--- src/rtl/nn_pkg.sv ---
// Shared constants and FSM encoding for the network result collector.
package nn_pkg;

  localparam int W_DEFAULT = 16;
  localparam int IDX_W     = 4;

  typedef enum logic [1:0] {
    S_IDLE  = 2'd0,
    S_ISSUE = 2'd1,
    S_WAIT  = 2'd2,
    S_DONE  = 2'd3
  } state_t;

endpackage

--- src/rtl/nn_result_collector_if.sv ---
// Handshake bundle between the collector, the upstream network and the
// result consumer. master = collector side, slave = environment side.
interface nn_result_collector_if #(
  parameter int W = nn_pkg::W_DEFAULT
);

  logic                     go;
  logic                     nn_start;
  logic [nn_pkg::IDX_W-1:0] nn_sel;
  logic                     nn_ready;
  logic [W-1:0]             nn_out;
  logic [nn_pkg::IDX_W-1:0] class_idx;
  logic [W-1:0]             class_score;
  logic                     class_valid;
  logic                     class_accept;
  logic                     busy;

  modport master (
    input  go, nn_ready, nn_out, class_accept,
    output nn_start, nn_sel, class_idx, class_score, class_valid, busy
  );

  modport slave (
    output go, nn_ready, nn_out, class_accept,
    input  nn_start, nn_sel, class_idx, class_score, class_valid, busy
  );

endinterface

--- src/rtl/argmax_tracker.sv ---
// Running argmax over signed scores: init loads unconditionally, update
// replaces only on a strictly greater score so ties keep the lower index.
module argmax_tracker #(
  parameter int W = nn_pkg::W_DEFAULT
) (
  input  logic                     clk,
  input  logic                     rst,
  input  logic                     init,
  input  logic                     update,
  input  logic signed [W-1:0]      din,
  input  logic [nn_pkg::IDX_W-1:0] idx,
  output logic signed [W-1:0]      best_score,
  output logic [nn_pkg::IDX_W-1:0] best_idx
);

  logic signed [W-1:0]      score_q, score_d;
  logic [nn_pkg::IDX_W-1:0] idx_q, idx_d;

  // Best-so-far registers.
  always_ff @(posedge clk or posedge rst) begin
    if (rst) begin
      score_q <= '0;
      idx_q   <= '0;
    end else begin
      score_q <= score_d;
      idx_q   <= idx_d;
    end
  end

  // Load on init, otherwise replace on a strictly greater signed score.
  always_comb begin
    score_d = score_q;
    idx_d   = idx_q;
    if (init) begin
      score_d = din;
      idx_d   = '0;
    end else if (update && (din > score_q)) begin
      score_d = din;
      idx_d   = idx;
    end
  end

  assign best_score = score_q;
  assign best_idx   = idx_q;

endmodule

--- src/rtl/nn_result_collector.sv ---
// Sequences N_CLASSES network runs, one per class, and reports the argmax
// class and its score until the consumer accepts it.
module nn_result_collector #(
  parameter int N_CLASSES = 10,
  parameter int W         = nn_pkg::W_DEFAULT
) (
  input  logic                  clk,
  input  logic                  rst,
  nn_result_collector_if.master bus
);

  import nn_pkg::*;

  localparam logic [IDX_W-1:0] K_LAST = IDX_W'(N_CLASSES - 1);

  state_t           state_q, state_d;
  logic [IDX_W-1:0] k_q, k_d;
  logic             rdy_q, rdy_d;
  logic             capture;
  logic signed [W-1:0] best_score;
  logic [IDX_W-1:0]    best_idx;

  // Only a fresh rising edge of nn_ready counts, so a level left high by the
  // previous run cannot complete the current one.
  assign capture = (state_q == S_WAIT) && bus.nn_ready && !rdy_q;
  assign rdy_d   = bus.nn_ready;

  // State, class counter and nn_ready history registers.
  always_ff @(posedge clk or posedge rst) begin
    if (rst) begin
      state_q <= S_IDLE;
      k_q     <= '0;
      rdy_q   <= 1'b0;
    end else begin
      state_q <= state_d;
      k_q     <= k_d;
      rdy_q   <= rdy_d;
    end
  end

  // Next-state and class counter logic.
  always_comb begin
    state_d = state_q;
    k_d     = k_q;
    unique case (state_q)
      S_IDLE: begin
        if (bus.go) begin
          state_d = S_ISSUE;
          k_d     = '0;
        end
      end
      S_ISSUE: state_d = S_WAIT;
      S_WAIT: begin
        if (capture) begin
          if (k_q == K_LAST) begin
            state_d = S_DONE;
          end else begin
            state_d = S_ISSUE;
            k_d     = k_q + 1'b1;
          end
        end
      end
      S_DONE: begin
        if (bus.class_accept) state_d = S_IDLE;
      end
      default: state_d = S_IDLE;
    endcase
  end

  // Moore outputs decoded from the state register.
  always_comb begin
    bus.nn_start    = (state_q == S_ISSUE);
    bus.class_valid = (state_q == S_DONE);
    bus.busy        = (state_q != S_IDLE);
  end

  assign bus.nn_sel      = k_q;
  assign bus.class_idx   = best_idx;
  assign bus.class_score = best_score;

  argmax_tracker #(
    .W (W)
  ) u_argmax (
    .clk        (clk),
    .rst        (rst),
    .init       (capture && (k_q == '0)),
    .update     (capture && (k_q != '0)),
    .din        (bus.nn_out),
    .idx        (k_q),
    .best_score (best_score),
    .best_idx   (best_idx)
  );

endmodule

--- src/flat_wrapper.sv ---
// flat-port wrapper written by rule: the top's interface ports become plain ports
module nn_result_collector_flat import nn_pkg::*;
#(
  parameter int N_CLASSES = 10,
  parameter int W         = nn_pkg::W_DEFAULT
)
  (clk, rst, bus_go, bus_nn_ready, bus_nn_out, bus_class_accept, bus_nn_start, bus_nn_sel, bus_class_idx, bus_class_score, bus_class_valid, bus_busy);
  nn_result_collector_if #(.W(W)) bus_i ();
  input  logic clk;
  input  logic rst;
  input wire logic [$bits(bus_i.go)-1:0] bus_go;
  input wire logic [$bits(bus_i.nn_ready)-1:0] bus_nn_ready;
  input wire logic [$bits(bus_i.nn_out)-1:0] bus_nn_out;
  input wire logic [$bits(bus_i.class_accept)-1:0] bus_class_accept;
  output wire logic [$bits(bus_i.nn_start)-1:0] bus_nn_start;
  output wire logic [$bits(bus_i.nn_sel)-1:0] bus_nn_sel;
  output wire logic [$bits(bus_i.class_idx)-1:0] bus_class_idx;
  output wire logic [$bits(bus_i.class_score)-1:0] bus_class_score;
  output wire logic [$bits(bus_i.class_valid)-1:0] bus_class_valid;
  output wire logic [$bits(bus_i.busy)-1:0] bus_busy;
  assign bus_i.go = bus_go;
  assign bus_i.nn_ready = bus_nn_ready;
  assign bus_i.nn_out = bus_nn_out;
  assign bus_i.class_accept = bus_class_accept;
  assign bus_nn_start = bus_i.nn_start;
  assign bus_nn_sel = bus_i.nn_sel;
  assign bus_class_idx = bus_i.class_idx;
  assign bus_class_score = bus_i.class_score;
  assign bus_class_valid = bus_i.class_valid;
  assign bus_busy = bus_i.busy;
  nn_result_collector #(.N_CLASSES(N_CLASSES), .W(W)) u_core (.clk(clk), .rst(rst), .bus(bus_i));
endmodule
--- config.mk ---
export PLATFORM = sky130hd
export DESIGN_NAME = nn_result_collector_flat
export DESIGN_NICKNAME = d
export VERILOG_FILES = /design/src/rtl/nn_pkg.sv /design/src/rtl/nn_result_collector_if.sv /design/src/rtl/argmax_tracker.sv /design/src/rtl/nn_result_collector.sv /design/src/flat_wrapper.sv
export SDC_FILE = /design/constraint.sdc
export NUM_CORES = 1
export LEC_CHECK = 0
export CORE_MARGIN = 5
export CORE_UTILIZATION = 48
export DETAILED_ROUTE_END_ITERATION = 7
export PLACE_DENSITY = 0.82
export SLEW_MARGIN = 20
export SYNTH_ARGS = -nofsm -noshare
export SYNTH_HDL_FRONTEND = slang
export SYNTH_SLANG_ARGS = --single-unit
--- constraint.sdc ---
create_clock -name clk -period 2.9 [get_ports clk]
set_input_delay 0.29 -clock clk [delete_from_list [all_inputs] [get_ports clk]]
set_output_delay 0.29 -clock clk [all_outputs]
set_load 0.02 [all_outputs]
==> results.rst, run 1 <==
.. list-table::
   :header-rows: 1

   * - Metric
     - Value
   * - Result of the run
     - finished clean
   * - Net Sw Power
     - 925 µW
   * - Max incr delay on CP
     - 0.40 ns
   * - Post-CTS Setup Bufs
     - 0
   * - Vias per inst
     - 5.25
   * - Total inserted antenna cells
     - 0
   * - Wire per inst
     - 14.5 µm
   * - Synthesized area
     - 0.00173 mm²
   * - Fraction of power spent switching nets
     - 42.1%
   * - Starting DRC count in detailed routing
     - 27
   * - Class of the most critical setup path
     - register to register
   * - Die boundary height
     - 70.1 µm
   * - CTS tree
     - built
   * - Die area
     - 0.00491 mm²
   * - Max-slew headroom at the worst pin
     - 62.7%
   * - Leading cell types by count after synthesis
     - 27 x sky130_fd_sc_hd__dfrtp_1, 23 x sky130_fd_sc_hd__inv_1, 19 x sky130_fd_sc_hd__ha_1
   * - Relative contribution of sequential cells to total power
     - 32.1%
   * - Total wirelength of the detailed-routed design
     - 3710 µm
   * - Clock insertion delay at the later pin of the skew report
     - 0.33 ns
   * - M1 WL
     - 1660 µm
   * - Met3 wire len
     - 200 µm
   * - Minimum setup slack in the final design
     - 0.467 ns
   * - Minimum period implied by the final worst setup slack
     - 2.43 ns
   * - Effective utilization at floorplan
     - 50.8%
   * - Count leader, synth
     - sky130_fd_sc_hd__dfrtp_1
   * - # Max-Cap Violations
     - 0
   * - Final hold violations
     - 0
   * - Logic depth of the worst path, buffers included
     - 8
   * - Top_reg_cell synth
     - sky130_fd_sc_hd__dfrtp_1
   * - Number of setup violations in the final report
     - 0
   * - Area share of the leading cell type in the synthesized netlist
     - 39.0%
   * - Syn_area_per_cell
     - 10.9 µm²
   * - Remaining global-route overflow
     - 0
   * - CTS H-tree depth
     - 1
   * - Cells on worst reg2reg path
     - 8
   * - Yosys warning count
     - 0
   * - Max frequency
     - 411 MHz
   * - NumNets Final
     - 250
   * - Number of enable-type register cells in the synthesized netlist
     - 0
   * - Cell at the root of the clock tree
     - sky130_fd_sc_hd__clkbuf_4
   * - Slowest-stage cell, CP
     - sky130_fd_sc_hd__dfrtp_1
   * - Fraction of synthesis flops using an asynchronous set or reset pin
     - 100%
   * - DP Worst Slack
     - 0.135 ns
   * - Net count after synthesis
     - 199
   * - Leakage power of the design
     - 0.00108 µW
   * - Sequential area share after synthesis
     - 39.0%
   * - Count of buffer and inverter cells on the critical path
     - 1
   * - Resized cells post-CTS
     - 0
   * - Worst setup EP type
     - register
   * - Number of pins exceeding their max-slew limit in the final report
     - 0
   * - Clock buffers created by TritonCTS
     - 3
   * - Horizontal die dimension
     - 70.1 µm
   * - Overall routing resource usage
     - 16.1%
   * - Fillcell total
     - 268
   * - Cells taking the most area after synthesis
     - sky130_fd_sc_hd__dfrtp_1 39%, sky130_fd_sc_hd__ha_1 14%, sky130_fd_sc_hd__mux2_4 8.7%
   * - Total number of vias
     - 1339
   * - Top sig layer
     - met4
   * - Unrepaired setup endpoints after global routing
     - false
   * - Number of ports placed on the die boundary
     - 48
   * - Residual DRC count
     - 0
   * - Setup TNS after final layout
     - 0 ns
   * - Synth Instances
     - 159
   * - Post-route total power
     - 2200 µW
   * - Cell taking the most area after synthesis
     - sky130_fd_sc_hd__dfrtp_1
   * - First drt pass iteration count
     - 4
   * - Tightest Hold Check Type
     - primary input to async pin
   * - Largest voltage drop on the vdd net
     - 469 µV
   * - Core area
     - 0.00342 mm²
   * - Via count of the first global-routing pass
     - 1440
   * - Critical path startpoint category
     - register
   * - Clock transition time at the flip-flop clock pins of the worst setup and hold paths
     - 0.15 ns
   * - GP Congestion
     - 0.797
   * - Transition time at the pin with the least slew margin
     - 0.559 ns
   * - Crit path arrival time
     - 2.66 ns
   * - Signed area change from the synthesized netlist to the final layout
     - 30.8%
   * - Number of I/O port buffers
     - 47
   * - Number of antenna violations at the first check in global routing
     - 0
   * - Total power density per cell area
     - 968 mW/mm²
   * - Placed cell areas
     - 0.00224 mm²
   * - Worst endpoint required time
     - 3.13 ns
   * - Netlist cell types
     - 40
   * - Period utilisation layout
     - 83.9%
   * - Maximum clock path buffer count
     - 2
   * - Share of post-route cells with drive strength above 1
     - 16.3%
   * - Worst setup skew after layout
     - 0.00525 ns
   * - Pint
     - 1270 µW
   * - Yosys reg bits
     - 27
   * - Number of clock sinks seen by CTS
     - 27
   * - Largest net degree at the start of global routing
     - 28
   * - Clock network fraction of total power
     - 7.7%
   * - Combinational cell fraction of total power
     - 60.2%
   * - Number of nets with antenna violations after detailed routing
     - 0
   * - Total of hold buffers inserted after clock tree synthesis
     - 0
   * - List of cells traversed by the critical path
     - inv_1 -> ha_1 -> nand4_2 -> nor2_2 -> o211ai_1 -> a211o_1 -> nand3_4 -> mux2_2
   * - Maximum fanout encountered on the critical timing path
     - 18
   * - Delay-heaviest family, CP
     - simple AND/OR/NAND/NOR gates
   * - Row count
     - 21
   * - Met2 wire len
     - 1800 µm
   * - Post-route cell area
     - 0.00227 mm²
   * - Post-layout utilization of the core
     - 66.4%
   * - Wire length of the first global-routing pass
     - 6630 µm
   * - Detail Placement HPWL
     - 2920 µm
worst paths after layout:
path | startpoint | to | slack [ns]
worst max register to register | u_core.u_argmax.best_score[15] | u_core.u_argmax.best_idx[2] | 0.47
max in group asynchronous | rst | u_core.u_argmax.best_score[11] | 2.22
worst min register to register | u_core.u_argmax.best_idx[0] | u_core.u_argmax.best_idx[0] | 0.55
worst min-delay path | rst | u_core.bus.nn_sel[2] | 0.31
worst max-delay path | u_core.u_argmax.best_score[15] | u_core.u_argmax.best_idx[2] | 0.47
min in group clk | bus_nn_ready | u_core.rdy_q | 0.47
layout by cell type, fill, tap and decap left out, types with 2 or more instances in the layout:
master / n
sky130_fd_sc_hd__nand4b_1: 5
sky130_fd_sc_hd__a21oi_2: 2
sky130_fd_sc_hd__dfrtp_1: 27
sky130_fd_sc_hd__a21oi_1: 7
sky130_fd_sc_hd__a21o_1: 2
sky130_fd_sc_hd__xor2_1: 2
sky130_fd_sc_hd__nand2_1: 10
sky130_fd_sc_hd__o211ai_1: 3
sky130_fd_sc_hd__mux2_2: 8
sky130_fd_sc_hd__mux2_4: 10
sky130_fd_sc_hd__nand3_1: 2
sky130_fd_sc_hd__nor2_1: 7
sky130_fd_sc_hd__ha_1: 19
sky130_fd_sc_hd__nand2b_1: 2
sky130_fd_sc_hd__nand4_1: 3
sky130_fd_sc_hd__a211o_1: 2
sky130_fd_sc_hd__clkbuf_4: 3
sky130_fd_sc_hd__o21ai_0: 3
sky130_fd_sc_hd__inv_1: 22
sky130_fd_sc_hd__clkdlybuf4s50_1: 47
cells by family after synthesis:
group	Yosys count	share of synthesized area, %
xor+xnor	2	1.01
fa+ha+maj	19	13.7
mux	18	13.9
compound gates	25	10.2
flops	27	39.0
buf+inv	25	6.57
simple gates	43	15.7
metrics by stage:
| step | hold slack, ns | instances |
|---|---|---|
| 6_report | 0.305 | 255 |
| 3_5_place_dp | 0.520 | 251 |
| 2_1_floorplan | 0.321 | 159 |
| 3_3_place_gp | 0.499 | 251 |
| 4_1_cts | 0.474 | 255 |
| 5_1_grt | 0.361 | 255 |
final cells by class:
| cell class | count | area [µm²] | share of cell area [%] |
|---|---|---|---|
| Inverter | 23 | 86.3 | 3.81 |
| Tap cell | 46 | 57.6 | 2.54 |
| Timing Repair Buffer | 48 | 478 | 21.1 |
| Multi-Input combinational cell | 107 | 945 | 41.6 |
| Sequential cell | 27 | 676 | 29.8 |
| Clock buffer | 4 | 26.3 | 1.16 |
sequential cells by signal, indices dropped and copies added (netlist names):
name,flops
u_core.bus.nn_sel,4
u_core.state_q,2
u_core.u_argmax.best_score,16
u_core.u_argmax.best_idx,4
u_core.rdy_q,1
worst register-to-register path, cell delays in order (launching register included):
cell	delay, ns
sky130_fd_sc_hd__dfrtp_1	0.40
sky130_fd_sc_hd__inv_1	0.05
sky130_fd_sc_hd__ha_1	0.31
sky130_fd_sc_hd__nand4_2	0.17
sky130_fd_sc_hd__nor2_2	0.17
sky130_fd_sc_hd__o211ai_1	0.18
sky130_fd_sc_hd__a211o_1	0.37
sky130_fd_sc_hd__nand3_4	0.29
sky130_fd_sc_hd__mux2_2	0.39
power by group through the flow:
stage	clock [µW]	sequential, µW	combinational [µW]
after floorplan	0	853	680
after global placement	0	694	1300
after detailed placement	0	713	1330
after CTS	168	705	1340
after global routing	181	732	1450
final	169	705	1320
routing by layer:
metal | vias up | global-route usage, %
met5 | - | 0
met4 | 0 | 3.83
met3 | 7 | 3.73
met2 | 36 | 27.9
met1 | 638 | 20.3
li1 | 658 | -
(Power assumes the default switching activity.)
==> inputs of run 2 (changes only) <==
Clock period 2.9 ns to 2.4 ns, I/O delays scaled along.
==> run 2 against run 1 <==
Net effect: worst hold slack lost 0.033 ns; wire length grew 1.9%; die area is the same; first-iteration DRC count shrank 7.4%; worst setup slack lost 0.36 ns; sequential share of layout area shrank 1.7 points; sequential power grew 19%; global-route usage shrank 0.43 points; flip-flop and latch count is the same.
==> results.rst, run 2 (synthesis results as in run 1) <==
.. list-table::
   :header-rows: 1

   * - Metric
     - Value
   * - NumNets Final
     - 263
   * - Number of pins exceeding their max-slew limit in the final report
     - 0
   * - Fraction of power spent switching nets
     - 41.1%
   * - Starting DRC count in detailed routing
     - 25
   * - Largest register FFs
     - 16
   * - Clock insertion delay at the later pin of the skew report
     - 0.33 ns
   * - Max frequency
     - 435 MHz
   * - Most used cells in the layout excluding fill and tap cells
     - 47 x sky130_fd_sc_hd__clkdlybuf4s50_1, 27 x sky130_fd_sc_hd__dfrtp_1, 23 x sky130_fd_sc_hd__inv_1
   * - Pint
     - 1650 µW
   * - Remaining global-route overflow
     - 0
   * - Maximum clock path buffer count
     - 2
   * - Share of post-route cells with drive strength above 1
     - 22.5%
   * - Post-CTS Setup Bufs
     - 0
   * - Largest voltage drop on the vdd net
     - 621 µV
   * - Clock transition time at the flip-flop clock pins of the worst setup and hold paths
     - 0.14 ns
   * - Number of setup violations in the final report
     - 0
   * - Row count
     - 21
   * - Post-route total power
     - 2800 µW
   * - Number of clock sinks seen by CTS
     - 27
   * - Minimum period implied by the final worst setup slack
     - 2.30 ns
   * - Post-layout utilization of the core
     - 70.5%
   * - Die area
     - 0.00491 mm²
   * - Net Sw Power
     - 1150 µW
   * - Crit path arrival time
     - 2.53 ns
   * - Via count of the first global-routing pass
     - 1439
   * - Result of the run
     - finished clean
   * - Minimum setup slack in the final design
     - 0.102 ns
   * - # Max-Cap Violations
     - 0
   * - Combinational cell fraction of total power
     - 62.8%
   * - Number of ports placed on the die boundary
     - 48
   * - CTS tree
     - built
   * - DP Worst Slack
     - -0.229 ns
   * - Number of nets with antenna violations after detailed routing
     - 0
   * - Leakage power of the design
     - 0.00115 µW
   * - Die boundary height
     - 70.1 µm
   * - Total power density per cell area
     - 1160 mW/mm²
   * - Number of I/O port buffers
     - 47
   * - Overall routing resource usage
     - 15.7%
   * - Critical path startpoint category
     - register
   * - Final hold violations
     - 0
   * - Maximum fanout encountered on the critical timing path
     - 10
   * - Total number of vias
     - 1370
   * - Relative contribution of sequential cells to total power
     - 30.0%
   * - Class of the most critical setup path
     - register to register
   * - Effective utilization at floorplan
     - 50.8%
   * - Worst setup EP type
     - register
   * - Clock network fraction of total power
     - 7.2%
   * - First drt pass iteration count
     - 4
   * - Core area
     - 0.00342 mm²
   * - Number of antenna violations at the first check in global routing
     - 0
   * - Fillcell total
     - 259
   * - Signed area change from the synthesized netlist to the final layout
     - 39.0%
   * - Largest net degree at the start of global routing
     - 18
   * - Placed cell areas
     - 0.00236 mm²
   * - Detail Placement HPWL
     - 2970 µm
   * - CTS H-tree depth
     - 1
   * - Vias per inst
     - 5.11
   * - Horizontal die dimension
     - 70.1 µm
   * - Min Hold Slack
     - 0.272 ns
   * - Most common cell after layout, fill and taps aside
     - sky130_fd_sc_hd__clkdlybuf4s50_1
   * - Period utilisation layout
     - 95.7%
   * - Total inserted antenna cells
     - 0
   * - Worst setup skew after layout
     - 0.00151 ns
   * - Cell at the root of the clock tree
     - sky130_fd_sc_hd__clkbuf_4
   * - Wire per inst
     - 14.1 µm
   * - Worst endpoint required time
     - 2.63 ns
   * - Post-route cell area
     - 0.00241 mm²
   * - Total of hold buffers inserted after clock tree synthesis
     - 0
   * - Transition time at the pin with the least slew margin
     - 0.644 ns
   * - Wire length of the first global-routing pass
     - 6420 µm
   * - Residual DRC count
     - 0
   * - Max-slew headroom at the worst pin
     - 57.0%
   * - Tightest Hold Check Type
     - primary input to async pin
   * - Total wirelength of the detailed-routed design
     - 3780 µm
   * - Clock buffers created by TritonCTS
     - 3
   * - GP Congestion
     - 0.803
run 2: changes by cell type in the layout (fill, tap and decap cells not counted), sizes merged:
| cell | before | now |
|---|---|---|
| buf | 1 | 14 |
run 2: worst paths after layout:
kind	endpoint	start	depth (start not counted)	slack, ns
min in group clk	u_core.rdy_q	bus_nn_ready	1	0.42
max reg2reg	u_core.u_argmax.best_score[0]	u_core.u_argmax.best_score[9]	9	0.10
min	u_core.u_argmax.best_score[2]	rst	2	0.27
max	u_core.u_argmax.best_score[0]	u_core.u_argmax.best_score[9]	9	0.10
max in group asynchronous	u_core.u_argmax.best_idx[3]	rst	3	1.52
min reg2reg	u_core.u_argmax.best_idx[2]	u_core.u_argmax.best_idx[2]	1	0.54
run 2: stage by stage:
| step | instances | setup TNS [ns] |
|---|---|---|
| 2_1_floorplan | 159 | 0 |
| 3_3_place_gp | 264 | -1.24 |
| 3_5_place_dp | 264 | -3.54 |
| 4_1_cts | 268 | 0 |
| 5_1_grt | 268 | -0.0772 |
| 6_report | 268 | 0 |
run 2: layout make-up:
cell class,instances,area (µm²),area share [%]
well taps,46,57.6,2.39
repair buffers,61,601,24.9
flip-flops and latches,27,676,28.0
inverters,23,86.3,3.58
multi-input cells,107,963,40.0
clock buffers,4,26.3,1.09
run 2: power groups by stage:
stage	clock (µW)	sequential, µW	combinational, µW
after floorplan	0	1030	821
after global placement	0	837	1700
after detailed placement	0	849	1740
after CTS	213	840	1750
after global routing	223	875	1910
final	202	839	1750
run 2: repair_timing:
item / CTS / global route
hold endpoints to repair: 0 / 0
endpoints found under the setup margin: 0 / 15
gates resized for setup: 0 / 4
run 2: metal layers:
layer,vias to the layer above,part of all wire (%),global-route usage [%]
met5,-,0,0
met3,5,5.4,3.16
met2,36,48,29.4
met1,644,45,18.4
met4,0,1.1,3.19
li1,685,-,-
run 2: critical path: stages, from the launching register on:
cell and delay (ns):
sky130_fd_sc_hd__dfrtp_1 0.40, sky130_fd_sc_hd__inv_1 0.05, sky130_fd_sc_hd__ha_1 0.30, sky130_fd_sc_hd__and2_1 0.18, sky130_fd_sc_hd__nor3b_2 0.19, sky130_fd_sc_hd__o211ai_1 0.13, sky130_fd_sc_hd__a211o_1 0.34, sky130_fd_sc_hd__nand3_4 0.12
sky130_fd_sc_hd__buf_12 0.15, sky130_fd_sc_hd__mux2_2 0.34
